## src/rtl/instruction_decoder.sv

```systemverilog
// RV32I instruction decoder: one 32-bit word in, one 65-bit decoded bundle out.
// Latency: exactly 1 cycle (combinational decode, registered on every clk edge).
// Backpressure: none; a new word is accepted and decoded every cycle.
module instruction_decoder (
    input  logic        clk,
    input  logic        rst,
    input  logic [31:0] instruction_in,
    output logic [64:0] instruction_out
);

    // op_class encodings
    localparam logic [3:0] CLS_LUI    = 4'd1;
    localparam logic [3:0] CLS_AUIPC  = 4'd2;
    localparam logic [3:0] CLS_JAL    = 4'd3;
    localparam logic [3:0] CLS_JALR   = 4'd4;
    localparam logic [3:0] CLS_BRANCH = 4'd5;
    localparam logic [3:0] CLS_LOAD   = 4'd6;
    localparam logic [3:0] CLS_STORE  = 4'd7;
    localparam logic [3:0] CLS_OP_IMM = 4'd8;
    localparam logic [3:0] CLS_OP     = 4'd9;
    localparam logic [3:0] CLS_FENCE  = 4'd10;
    localparam logic [3:0] CLS_SYSTEM = 4'd11;

    // alu_op encodings
    localparam logic [3:0] ALU_ADD  = 4'd0;
    localparam logic [3:0] ALU_SUB  = 4'd1;
    localparam logic [3:0] ALU_SLL  = 4'd2;
    localparam logic [3:0] ALU_SLT  = 4'd3;
    localparam logic [3:0] ALU_SLTU = 4'd4;
    localparam logic [3:0] ALU_XOR  = 4'd5;
    localparam logic [3:0] ALU_SRL  = 4'd6;
    localparam logic [3:0] ALU_SRA  = 4'd7;
    localparam logic [3:0] ALU_OR   = 4'd8;
    localparam logic [3:0] ALU_AND  = 4'd9;

    // raw instruction fields
    logic [6:0]  opcode;
    logic [4:0]  rd_f, rs1_f, rs2_f;
    logic [2:0]  f3_f;
    logic [6:0]  f7_f;
    logic [31:0] imm_i, imm_s, imm_b, imm_u, imm_j;

    assign opcode = instruction_in[6:0];
    assign rd_f   = instruction_in[11:7];
    assign f3_f   = instruction_in[14:12];
    assign rs1_f  = instruction_in[19:15];
    assign rs2_f  = instruction_in[24:20];
    assign f7_f   = instruction_in[31:25];

    assign imm_i = {{20{instruction_in[31]}}, instruction_in[31:20]};
    assign imm_s = {{20{instruction_in[31]}}, instruction_in[31:25], instruction_in[11:7]};
    assign imm_b = {{19{instruction_in[31]}}, instruction_in[31], instruction_in[7],
                    instruction_in[30:25], instruction_in[11:8], 1'b0};
    assign imm_u = {instruction_in[31:12], 12'h000};
    assign imm_j = {{11{instruction_in[31]}}, instruction_in[31], instruction_in[19:12],
                    instruction_in[20], instruction_in[30:21], 1'b0};

    // decoded fields before the illegal squash
    logic [3:0]  op_class;
    logic [3:0]  alu_op;
    logic [4:0]  rd, rs1, rs2;
    logic [2:0]  funct3;
    logic [31:0] imm;
    logic        writes_rd, use_imm, use_pc, mem_rd, mem_wr, is_branch, illegal;
    logic [3:0]  arith_alu;
    logic [64:0] decoded;

    // funct3/funct7 to ALU operation for OP and OP_IMM; funct7[5] picks SUB/SRA
    always_comb begin
        arith_alu = ALU_ADD;
        case (f3_f)
            3'b000: arith_alu = (opcode[5] && f7_f[5]) ? ALU_SUB : ALU_ADD;
            3'b001: arith_alu = ALU_SLL;
            3'b010: arith_alu = ALU_SLT;
            3'b011: arith_alu = ALU_SLTU;
            3'b100: arith_alu = ALU_XOR;
            3'b101: arith_alu = f7_f[5] ? ALU_SRA : ALU_SRL;
            3'b110: arith_alu = ALU_OR;
            default: arith_alu = ALU_AND;
        endcase
    end

    // per-opcode decode: class, operand selects, register field masking, legality
    always_comb begin
        op_class  = 4'd0;
        alu_op    = ALU_ADD;
        rd        = rd_f;
        rs1       = rs1_f;
        rs2       = rs2_f;
        funct3    = f3_f;
        imm       = 32'h0;
        writes_rd = 1'b0;
        use_imm   = 1'b0;
        use_pc    = 1'b0;
        mem_rd    = 1'b0;
        mem_wr    = 1'b0;
        is_branch = 1'b0;
        illegal   = (opcode[1:0] != 2'b11);
        case (opcode[6:2])
            5'b01101: begin
                op_class = CLS_LUI;   imm = imm_u; use_imm = 1'b1; writes_rd = 1'b1;
                rs1 = 5'd0; rs2 = 5'd0; funct3 = 3'd0;
            end
            5'b00101: begin
                op_class = CLS_AUIPC; imm = imm_u; use_imm = 1'b1; use_pc = 1'b1; writes_rd = 1'b1;
                rs1 = 5'd0; rs2 = 5'd0; funct3 = 3'd0;
            end
            5'b11011: begin
                op_class = CLS_JAL;   imm = imm_j; use_imm = 1'b1; use_pc = 1'b1; writes_rd = 1'b1;
                rs1 = 5'd0; rs2 = 5'd0; funct3 = 3'd0;
            end
            5'b11001: begin
                op_class = CLS_JALR;  imm = imm_i; use_imm = 1'b1; writes_rd = 1'b1; rs2 = 5'd0;
                if (f3_f != 3'd0) illegal = 1'b1;
            end
            5'b11000: begin
                op_class = CLS_BRANCH; imm = imm_b; is_branch = 1'b1; alu_op = ALU_SUB; rd = 5'd0;
                if (f3_f == 3'd2 || f3_f == 3'd3) illegal = 1'b1;
            end
            5'b00000: begin
                op_class = CLS_LOAD;  imm = imm_i; use_imm = 1'b1; mem_rd = 1'b1; writes_rd = 1'b1;
                rs2 = 5'd0;
                if (f3_f == 3'd3 || f3_f == 3'd6 || f3_f == 3'd7) illegal = 1'b1;
            end
            5'b01000: begin
                op_class = CLS_STORE; imm = imm_s; use_imm = 1'b1; mem_wr = 1'b1; rd = 5'd0;
                if (f3_f > 3'd2) illegal = 1'b1;
            end
            5'b00100: begin
                op_class = CLS_OP_IMM; imm = imm_i; use_imm = 1'b1; writes_rd = 1'b1;
                alu_op = arith_alu; rs2 = 5'd0;
                if (f3_f == 3'b001 && f7_f != 7'h00) illegal = 1'b1;
                if (f3_f == 3'b101 && f7_f != 7'h00 && f7_f != 7'h20) illegal = 1'b1;
            end
            5'b01100: begin
                op_class = CLS_OP; writes_rd = 1'b1; alu_op = arith_alu;
                if (f7_f != 7'h00 && f7_f != 7'h20) illegal = 1'b1;
                if (f7_f == 7'h20 && f3_f != 3'b000 && f3_f != 3'b101) illegal = 1'b1;
            end
            5'b00011: begin
                op_class = CLS_FENCE; rs2 = 5'd0;
            end
            5'b11100: begin
                // CSR forms (funct3 != 0) write rd; ECALL/EBREAK do not
                op_class = CLS_SYSTEM; imm = imm_i; rs2 = 5'd0; writes_rd = (f3_f != 3'd0);
                if (f3_f == 3'b100) illegal = 1'b1;
            end
            default: illegal = 1'b1;
        endcase
    end

    // assemble the bundle; an illegal word collapses to just the illegal flag
    always_comb begin
        if (illegal) begin
            decoded = {1'b1, 64'h0};
        end else begin
            decoded = {1'b0, op_class, funct3, alu_op, rd, rs1, rs2, imm,
                       writes_rd && (rd != 5'd0), use_imm, use_pc, mem_rd, mem_wr, is_branch};
        end
    end

    // register the bundle every cycle; reset wins over the incoming word
    always_ff @(posedge clk) begin
        if (rst) instruction_out <= 65'h0;
        else     instruction_out <= decoded;
    end

endmodule

```

## config.mk

```make
export PLATFORM = sky130hd
export DESIGN_NAME = instruction_decoder
export DESIGN_NICKNAME = d
export VERILOG_FILES = /design/src/rtl/instruction_decoder.sv
export SDC_FILE = /design/constraint.sdc
export NUM_CORES = 1
export LEC_CHECK = 0
export ABC_AREA = 1
export BUFFER_PORTS_ARGS = -buffer_cell sky130_fd_sc_hd__buf_4
export CAP_MARGIN = 20
export CORE_MARGIN = 2
export CORE_UTILIZATION = 48
export DETAILED_ROUTE_END_ITERATION = 10
export GPL_ROUTABILITY_DRIVEN = 0
export PLACE_DENSITY = 0.79
export SLEW_MARGIN = 20
export SYNTH_ARGS = -nofsm -noshare
export SYNTH_HDL_FRONTEND = slang
export SYNTH_SLANG_ARGS = --single-unit
```

## constraint.sdc

```tcl
create_clock -name clk -period 2 [get_ports clk]
set_input_delay 0.1 -clock clk [delete_from_list [all_inputs] [get_ports clk]]
set_output_delay 0.1 -clock clk [all_outputs]
set_load 0.005 [all_outputs]
```

==> results of run 1 <==
[power by group]
group	total (uW)	internal [uW]	switching, uW
Sequential	1330	1320	8.72
Combinational	344	146	197
Clock	983	454	529
[path summary, 6_finish.rpt]
check,slack (ns),end
worst max-delay path,0.58,instruction_out[31]
worst min-delay path,0.01,instruction_out[39]
[synth_stat cells]
library cell,count,area [um2]
nor2_2,4,25.02
o21ai_4,1,16.27
nand4_1,8,50.05
a21oi_1,14,70.07
clkinv_1,2,7.510
nand3_2,1,10.01
a31oi_1,1,6.260
a22oi_1,5,37.54
nor2_1,99,371.6
o2111ai_1,1,8.760
clkbuf_1,1,3.750
a211oi_1,1,7.510
nor3_1,3,15.01
inv_2,4,15.01
dfxtp_1,65,1301
nand2_2,2,12.51
nor2_8,1,20.02
nand3_1,13,65.06
nand3_4,2,35.03
o211ai_1,1,7.510
o21ai_0,6,30.03
buf_2,2,10.01
nor2_4,3,33.78
nand2_1,55,206.5
buf_6,4,45.04
inv_1,37,138.9
nand4_2,1,12.51
[repair_timing]
action	4_1_cts	5_1_grt
resized for setup	0	0
hold endpoints to repair	8	0
setup endpoints to repair	0	0
hold buffers	8	0
[metrics by stage]
stage | instances | hold slack, ns
6_report | 524 | 0.01015
4_1_cts | 524 | 0.001167
3_5_place_dp | 500 | 0.2739
5_1_grt | 524 | 0.004968
2_1_floorplan | 337 | 0.1691
3_3_place_gp | 500 | 0.2729
[routing by layer]
layer	global-route usage	routed length, um
met5	0	0
met3	0.07059	388
met1	0.3029	2981
met4	0.1143	153
met2	0.3825	3252
[layout make-up]
type,instances,area share
Clock inverter,6,0.01253
Inverter,43,0.04490
Clock buffer,10,0.03550
Sequential cell,65,0.3620
Multi-Input combinational cell,222,0.2896
Tap cell,70,0.02436
Timing Repair Buffer,108,0.2311
[cell usage in the layout, fill, tap and decap left out, drive strengths merged]
cell	count
inv	41
nor3	3
o2111ai	1
a31oi	1
buf	100
dfxtp	65
o211ai	1
clkinv	8
clkbuf	10
a22oi	5
a21oi	14
o21ai	7
nand2	57
dlygate4sd3	8
nor2	107
nand3	16
nand4	9
a211oi	1
[kinds of logic (layout without fill, tap and decap cells)]
family / after synthesis / count (layout) / synth area share
AO/OA/AOI/OAI: 30 / 30 / 0.07179
flip-flops: 65 / 65 / 0.5078
AND/OR/NAND/NOR: 192 / 192 / 0.3345
buffers and inverters: 50 / 167 / 0.08593
[worst max-delay path: stages]
cell	delay [ns]
buf_4	0.14
nor2_4	0.18
nand2_2	0.17
nor2_4	0.21
inv_1	0.06
o211ai_1	0.14
o21ai_4	0.16
nand3_4	0.11
buf_4	0.27
nor2_1	0.09
==> reports/qor.csv, run 1 <==
metric,value,unit
Pre-antenna DRT Iters,4,
fraction of layout cells with a size suffix above 1,0.2952,
Fmax,705.6,MHz
run status,"complete, no violations",
Reg area,0.001301,mm2
setup violators final,0,
ANT cells,0,
DR iter-0 viols,168,
initial antenna violation count,0,
DRT antenna net count,0,
grt ovf,0,
die outline height,77.07,um
Yosys reg bits,65,
Worst Hold Class,primary input to register,
Layout area overhead,40.28,%
Worst VDD drop,0.4305,mV
Pwr Density,739.2,mW/mm2
Port Buffer Count,98,
Multi-input gate area,0.001041,mm2
register area share after synthesis,0.5078,
gr usage total,0.2414,
final worst path period share,0.7086,
CTS Sinks,65,
WP data arrival,1.64,ns
Avg Inst Size Synth,7.604,um2
# IOs,99,
Cells after Synth,337,
dpl hpwl,5043,um
die width,77.07,um
pin count of the biggest net entering global routing,28,
post-route minimum period,1.417,ns
Worst Hold Depth,3,
Rel. slew slack,0.7558,
TNS Setup,0,ns
Setup WS post-layout,0.5828,ns
Synth Warn #,0,
register with the most flip-flops,instruction_out,
pre-CTS WS,0.2473,ns
Clock Path Buffers,2,
Crit Path Class,primary input to register,
hold path start,instruction_in[21],
leakage,0.001823,uW
RSZ-0062 raised after global routing,no,
max reg flops,65,
routed len/inst,12.93,um
register clock-pin slew on the reported worst setup and hold paths,0.07,ns
Post-Syn Nets,371,
routed via count,2514,
crit end category,register,
Slew @ Worst Pin,0.3654,ns
Rows,26,
Pwr Total,2657,uW
Detailed Route WL,6775,um
fin util,0.6994,
core area,0.005140,mm2
Max-cap violations,0,
total CTS buffers,9,
post-route cell area,0.003595,mm2
die area,0.005939,mm2
drt drc,0,
H-tree depth,3,
Largest regs,instruction_out: 65 flops,
CP Launch Point,instruction_in[3],
initial core utilization,0.4985,
via-per-instance ratio,4.798,
fillers,418,
clock tree root driver cell,clkbuf_8,
area post-placement,0.003342,mm2
Hold Fails Final Rpt,0,
post-CTS setup buffer count,0,
Critical Path Start Type,primary input,
CP required,2.22,ns
Synth cell types,27,
number of nets in the layout,483,
Worst Path Max Fanout,27,
CTS tree,yes,
post-synthesis instance area,0.002562,mm2
Slew Limit Fails,0,
number of global-route vias before repair,2422,
wire length of the first global-routing pass,11290,um
(Power assumes the default switching activity.)
==> inputs of run 2 (changes only) <==
--- a/config.mk
+++ b/config.mk
@@ -9,10 +9,10 @@
 export BUFFER_PORTS_ARGS = -buffer_cell sky130_fd_sc_hd__buf_4
 export CAP_MARGIN = 20
 export CORE_MARGIN = 2
-export CORE_UTILIZATION = 48
+export CORE_UTILIZATION = 43
 export DETAILED_ROUTE_END_ITERATION = 10
 export GPL_ROUTABILITY_DRIVEN = 0
-export PLACE_DENSITY = 0.79
+export PLACE_DENSITY = 0.75
 export SLEW_MARGIN = 20
 export SYNTH_ARGS = -nofsm -noshare
 export SYNTH_HDL_FRONTEND = slang
==> constraint.sdc (replaced) <==
create_clock -name clk -period 1.2 [get_ports clk]
set_input_delay 0.06 -clock clk [delete_from_list [all_inputs] [get_ports clk]]
set_output_delay 0.06 -clock clk [all_outputs]
set_load 0.005 [all_outputs]
==> reports/qor.csv, run 2 (synthesis results as in run 1) <==
metric,value,unit,change
run status,"complete, but fails checks",,
failing checks,negative setup slack,,
Largest regs,instruction_out: 65 flops,,
CP required,1.43,ns,-0.79 ns
# IOs,99,,unchanged
leakage,0.002175,uW,+19%
"most common cell after layout, fill and taps aside",buf_4,,
post-route minimum period,1.266,ns,
Worst Hold Depth,3,,unchanged
die outline height,81.20,um,+5.4%
number of nets in the layout,540,,+12%
Critical Path Start Type,primary input,,
core area,0.005851,mm2,+14%
Rows,28,,+7.7%
fraction of layout cells with a size suffix above 1,0.4051,,+0.1099
Worst Hold Class,primary input to register,,
number of global-route vias before repair,2590,,+6.9%
routed len/inst,12.74,um,-1.5%
fillers,429,,+2.6%
Setup WS post-layout,-0.06582,ns,-0.6486 ns
DRT antenna net count,0,,unchanged
wire length of the first global-routing pass,11610,um,+2.8%
grt ovf,0,,unchanged
via-per-instance ratio,4.619,,-3.7%
pin count of the biggest net entering global routing,22,,-21%
register with the most flip-flops,instruction_out,,
dpl hpwl,5285,um,+4.8%
gr usage total,0.2315,,-0.009976
WP data arrival,1.50,ns,-0.14 ns
die area,0.006593,mm2,+11%
clock tree root driver cell,clkbuf_8,,
Final Non-Filler Cells,586,,+12%
Hold EP,instruction_out[48],,
Fmax,790.0,MHz,
Slew Limit Fails,0,,unchanged
post-route cell area,0.004308,mm2,+20%
ANT cells,0,,unchanged
routed via count,2707,,+7.7%
Layout area overhead,68.12,%,
CTS Sinks,65,,unchanged
Worst VDD drop,0.9592,mV,+120%
DR iter-0 viols,119,,-29%
hold path start,instruction_in[7],,
drt drc,0,,unchanged
Post-Place Cells,549,,+9.8%
register clock-pin slew on the reported worst setup and hold paths,0.07,ns,about the same
area post-placement,0.003809,mm2,+14%
die width,81.20,um,+5.4%
initial core utilization,0.4380,,-0.06056
Port Buffer Count,98,,unchanged
RSZ-0062 raised after global routing,yes,,
setup violators final,16,,+16
Worst Path Max Fanout,6,,-78%
Hold Fails Final Rpt,0,,unchanged
Rel. slew slack,0.7677,,+0.01185
final worst path period share,1.055,,
initial antenna violation count,0,,unchanged
most frequent cells in the layout,"buf_4 (144), nor2_1 (90), dfxtp_1 (65), nand2_1 (45), inv_1 (37)",,
Clock Path Buffers,2,,unchanged
Max-cap violations,0,,unchanged
CTS tree,yes,,
Crit Path Class,primary input to register,,
Pre-antenna DRT Iters,5,,+1
max reg flops,65,,unchanged
Slew @ Worst Pin,0.3459,ns,-0.01955 ns
crit end category,register,,
total CTS buffers,9,,unchanged
H-tree depth,3,,unchanged
Detailed Route WL,7465,um,+10%
Pwr Total,5266,uW,+98%
Pwr Density,1222,mW/mm2,+65%
[run 2: how the worst max path moves through the flow]
stage	slack, ns	start	cells after the start	to
after global placement	-0.36	instruction_in[2]	10	instruction_out[35]
after CTS	-0.006	instruction_in[3]	11	instruction_out[18]
final	-0.07	instruction_in[2]	11	instruction_out[53]
after global routing	-0.18	instruction_in[2]	10	instruction_out[17]
after detailed placement	-0.40	instruction_in[2]	9	instruction_out[45]
after floorplan	-0.05	instruction_in[2]	10	instruction_out[2]
[run 2: per-stage QoR]
stage / utilization / hold slack, ns / setup TNS, ns / setup slack (ns)
final: 0.7363 / 0.01017 / -0.2930 / -0.06582
after global routing: 0.7363 / 0.01325 / -5.323 / -0.1768
after CTS: 0.7265 / 0.002319 / -0.01514 / -0.005996
after detailed placement: 0.6510 / 0.2326 / -23.23 / -0.3979
after global placement: 0.6510 / 0.2313 / -21.51 / -0.3559
after floorplan: - / 0.1291 / -2.117 / -0.04808
[run 2: report_power, final]
part | switching, uW | total [uW] | internal (uW) | leakage (uW)
clock network | 868 | 2260 | 1390 | 0.000117
registers | 13.3 | 2220 | 2200 | 0.000525
logic | 396 | 790 | 394 | 0.00153
[run 2: layer usage]
layer / wire [um] / vias up / global-route usage / share of wire
li1: - / 1392 / - / -
met2: 3808 / 79 / 0.4008 / 0.51
met1: 3100 / 1220 / 0.2764 / 0.42
met5: 0 / - / 0 / 0
met4: 161 / 0 / 0.08644 / 0.022
met3: 395 / 16 / 0.05778 / 0.053
[run 2: area by class of cell]
cell class	instances	area [um2]	area share
Tap cell	75	93.84	0.02178
Multi-Input combinational cell	222	1162	0.2698
Inverter	43	170.2	0.03950
Clock inverter	6	115.1	0.02672
Sequential cell	65	1301	0.3021
Clock buffer	10	127.6	0.02963
Timing Repair Buffer	165	1338	0.3105
[run 2: worst max-delay path, cell delays in order]
cell     delay, ns
buf_8         0.10
nor2_4        0.23
nand2_2       0.13
nor2_1        0.20
o21ai_0       0.19
nand3_4       0.15
nor2_8        0.05
buf_4         0.13
buf_4         0.13
nand4_1       0.08
nand2_1       0.05
[run 2: repair_timing]
action                     4_1_cts  5_1_grt
hold endpoints to repair        21        0
pin swaps                        4       14
gates resized for setup          5       12
setup buffers                    4        2
hold buffers                    15        0
setup endpoints to repair       61       63
==> inputs of run 3 (changes only) <==
--- a/config.mk
+++ b/config.mk
@@ -8,7 +8,6 @@
 export ABC_AREA = 1
 export BUFFER_PORTS_ARGS = -buffer_cell sky130_fd_sc_hd__buf_4
 export CAP_MARGIN = 20
-export CORE_MARGIN = 2
 export CORE_UTILIZATION = 43
 export DETAILED_ROUTE_END_ITERATION = 10
 export GPL_ROUTABILITY_DRIVEN = 0
==> reports/qor.csv, run 3 (synthesis results as in run 1) <==
metric,value,unit,change
run status,"complete, but fails checks",,
failing checks,negative setup slack,,
post-route minimum period,1.337,ns,+0.07130 ns
initial antenna violation count,0,,unchanged
gr usage total,0.2465,,+0.01500
Final Non-Filler Cells,585,,-0.17%
CTS tree,yes,,
clock tree root driver cell,clkbuf_8,,
CTS Sinks,65,,unchanged
crit end category,register,,
routed len/inst,14.92,um,+17%
# IOs,99,,unchanged
Critical Path Start Type,primary input,,
CP peak stage delay,0.23,ns,about the same
ANT cells,0,,unchanged
Slew @ Worst Pin,0.4469,ns,+0.1011 ns
die outline height,79.20,um,-2.5%
dpl hpwl,5340,um,+1.0%
Pre-antenna DRT Iters,4,,-1
Multi-input gate area,0.001343,mm2,+16%
WP buf/inv,3,,unchanged
Post-Place Cells,544,,-0.91%
setup violators final,40,,+24
most frequent cells in the layout,"buf_4 (143), nor2_1 (70), dfxtp_1 (65), nand2_1 (46), inv_1 (37)",,
WP data arrival,1.61,ns,+0.11 ns
H-tree depth,3,,unchanged
Pwr Density,1077,mW/mm2,-12%
Max-cap violations,0,,unchanged
Clock Path Buffers,2,,unchanged
Pwr Total,4829,uW,-8.3%
cell family with most CP delay,simple AND/OR/NAND/NOR gates,,
final worst path period share,1.114,,+0.05941
die width,79.20,um,-2.5%
DRT antenna net count,0,,unchanged
number of nets in the layout,542,,+0.37%
Rel. slew slack,0.7002,,-0.06742
area post-placement,0.003777,mm2,-0.82%
fin util,0.7994,,+0.06311
"most common cell after layout, fill and taps aside",buf_4,,
core area,0.005608,mm2,-4.1%
drt drc,0,,unchanged
total CTS buffers,9,,unchanged
Reg area,0.001301,mm2,unchanged
grt ovf,0,,unchanged
Layout area overhead,74.95,%,
number of global-route vias before repair,2605,,+0.58%
DR iter-0 viols,188,,+58%
Largest regs,instruction_out: 65 flops,,
pin count of the biggest net entering global routing,29,,+32%
die area,0.006272,mm2,-4.9%
Fmax,747.9,MHz,-5.3%
via-per-instance ratio,5.024,,+8.8%
wire length of the first global-routing pass,11810,um,+1.7%
fraction of layout cells with a size suffix above 1,0.4581,,+0.05300
Hold Fails Final Rpt,0,,unchanged
register with the most flip-flops,instruction_out,,
CP max stage cell,clkbuf_16,,
leakage,0.002186,uW,+0.50%
Worst VDD drop,0.7441,mV,-22%
post-route cell area,0.004483,mm2,+4.1%
CP Cell Sequence,"buf_8, buf_12, nor2_4, nand3_2, nand2_2, nor2_4, nand2_2, nand3_4, nor2_8, nand3_4, clkbuf_16, nor2_1",,
Crit Path Class,primary input to register,,
Detailed Route WL,8728,um,+17%
max reg flops,65,,unchanged
WHS,0.02162,ns,+0.01145 ns
CP required,1.47,ns,+0.04 ns
Port Buffer Count,98,,unchanged
Setup WS post-layout,-0.1371,ns,-0.07130 ns
initial core utilization,0.4569,,+0.01896
routed via count,2939,,+8.6%
RSZ-0062 raised after global routing,yes,,
Slew Limit Fails,0,,unchanged
Worst Hold Class,primary input to register,,
Rows,27,,-3.6%
Worst Path Max Fanout,14,,+8
fillers,344,,-20%
register clock-pin slew on the reported worst setup and hold paths,0.08,ns,about the same
[run 3: cell types whose count changed in the layout (fill, tap and decap cells not counted), sizes merged]
cell	change
bufinv	-3
clkbuf	+2
clkinv	+1
clkinvlp	+1
inv	+1
[run 3: metal layers]
| layer | vias up | global-route usage | wire (um) |
|---|---|---|---|
| li1 | 1393 | - | - |
| met1 | 1370 | 0.2964 | 3426 |
| met2 | 138 | 0.4147 | 4398 |
| met3 | 38 | 0.05632 | 568 |
| met4 | 0 | 0.1145 | 334 |
| met5 | - | 0 | 0 |
[run 3: power breakdown]
part	switching, uW	internal [uW]	leakage (uW)
logic	480	423	0.00157
registers	15.8	2200	0.000525
clock network	899	808	0.0000887
[run 3: per-stage QoR]
step	setup slack, ns	TNS [ns]
floorplan	-0.04808	-2.117
global placement	-0.3314	-18.81
detailed placement	-0.3682	-21.39
CTS	-0.005591	-0.005591
global route	-0.2167	-7.783
finish	-0.1371	-2.146
[run 3: final timing paths]
check / startpoint / endpoint / cells past startpoint
max: instruction_in[4] / instruction_out[29] / 12
min: instruction_in[7] / instruction_out[48] / 3
[run 3: repair_timing]
action / CTS / global route
pin swaps: 1 / 20
setup buffers: 3 / 5
endpoints found under the setup margin: 11 / 63
resized for setup: 1 / 66
hold endpoints to repair: 20 / 0
hold buffers: 15 / 0
cloned: 0 / 2
[run 3: final cells by class]
class / instances / area share
repair buffers: 167 / 0.3123
multi-input cells: 222 / 0.2995
flip-flops and latches: 65 / 0.2903
inverters: 43 / 0.03768
clock buffers: 10 / 0.03070
well taps: 72 / 0.02009
clock inverters: 6 / 0.009489
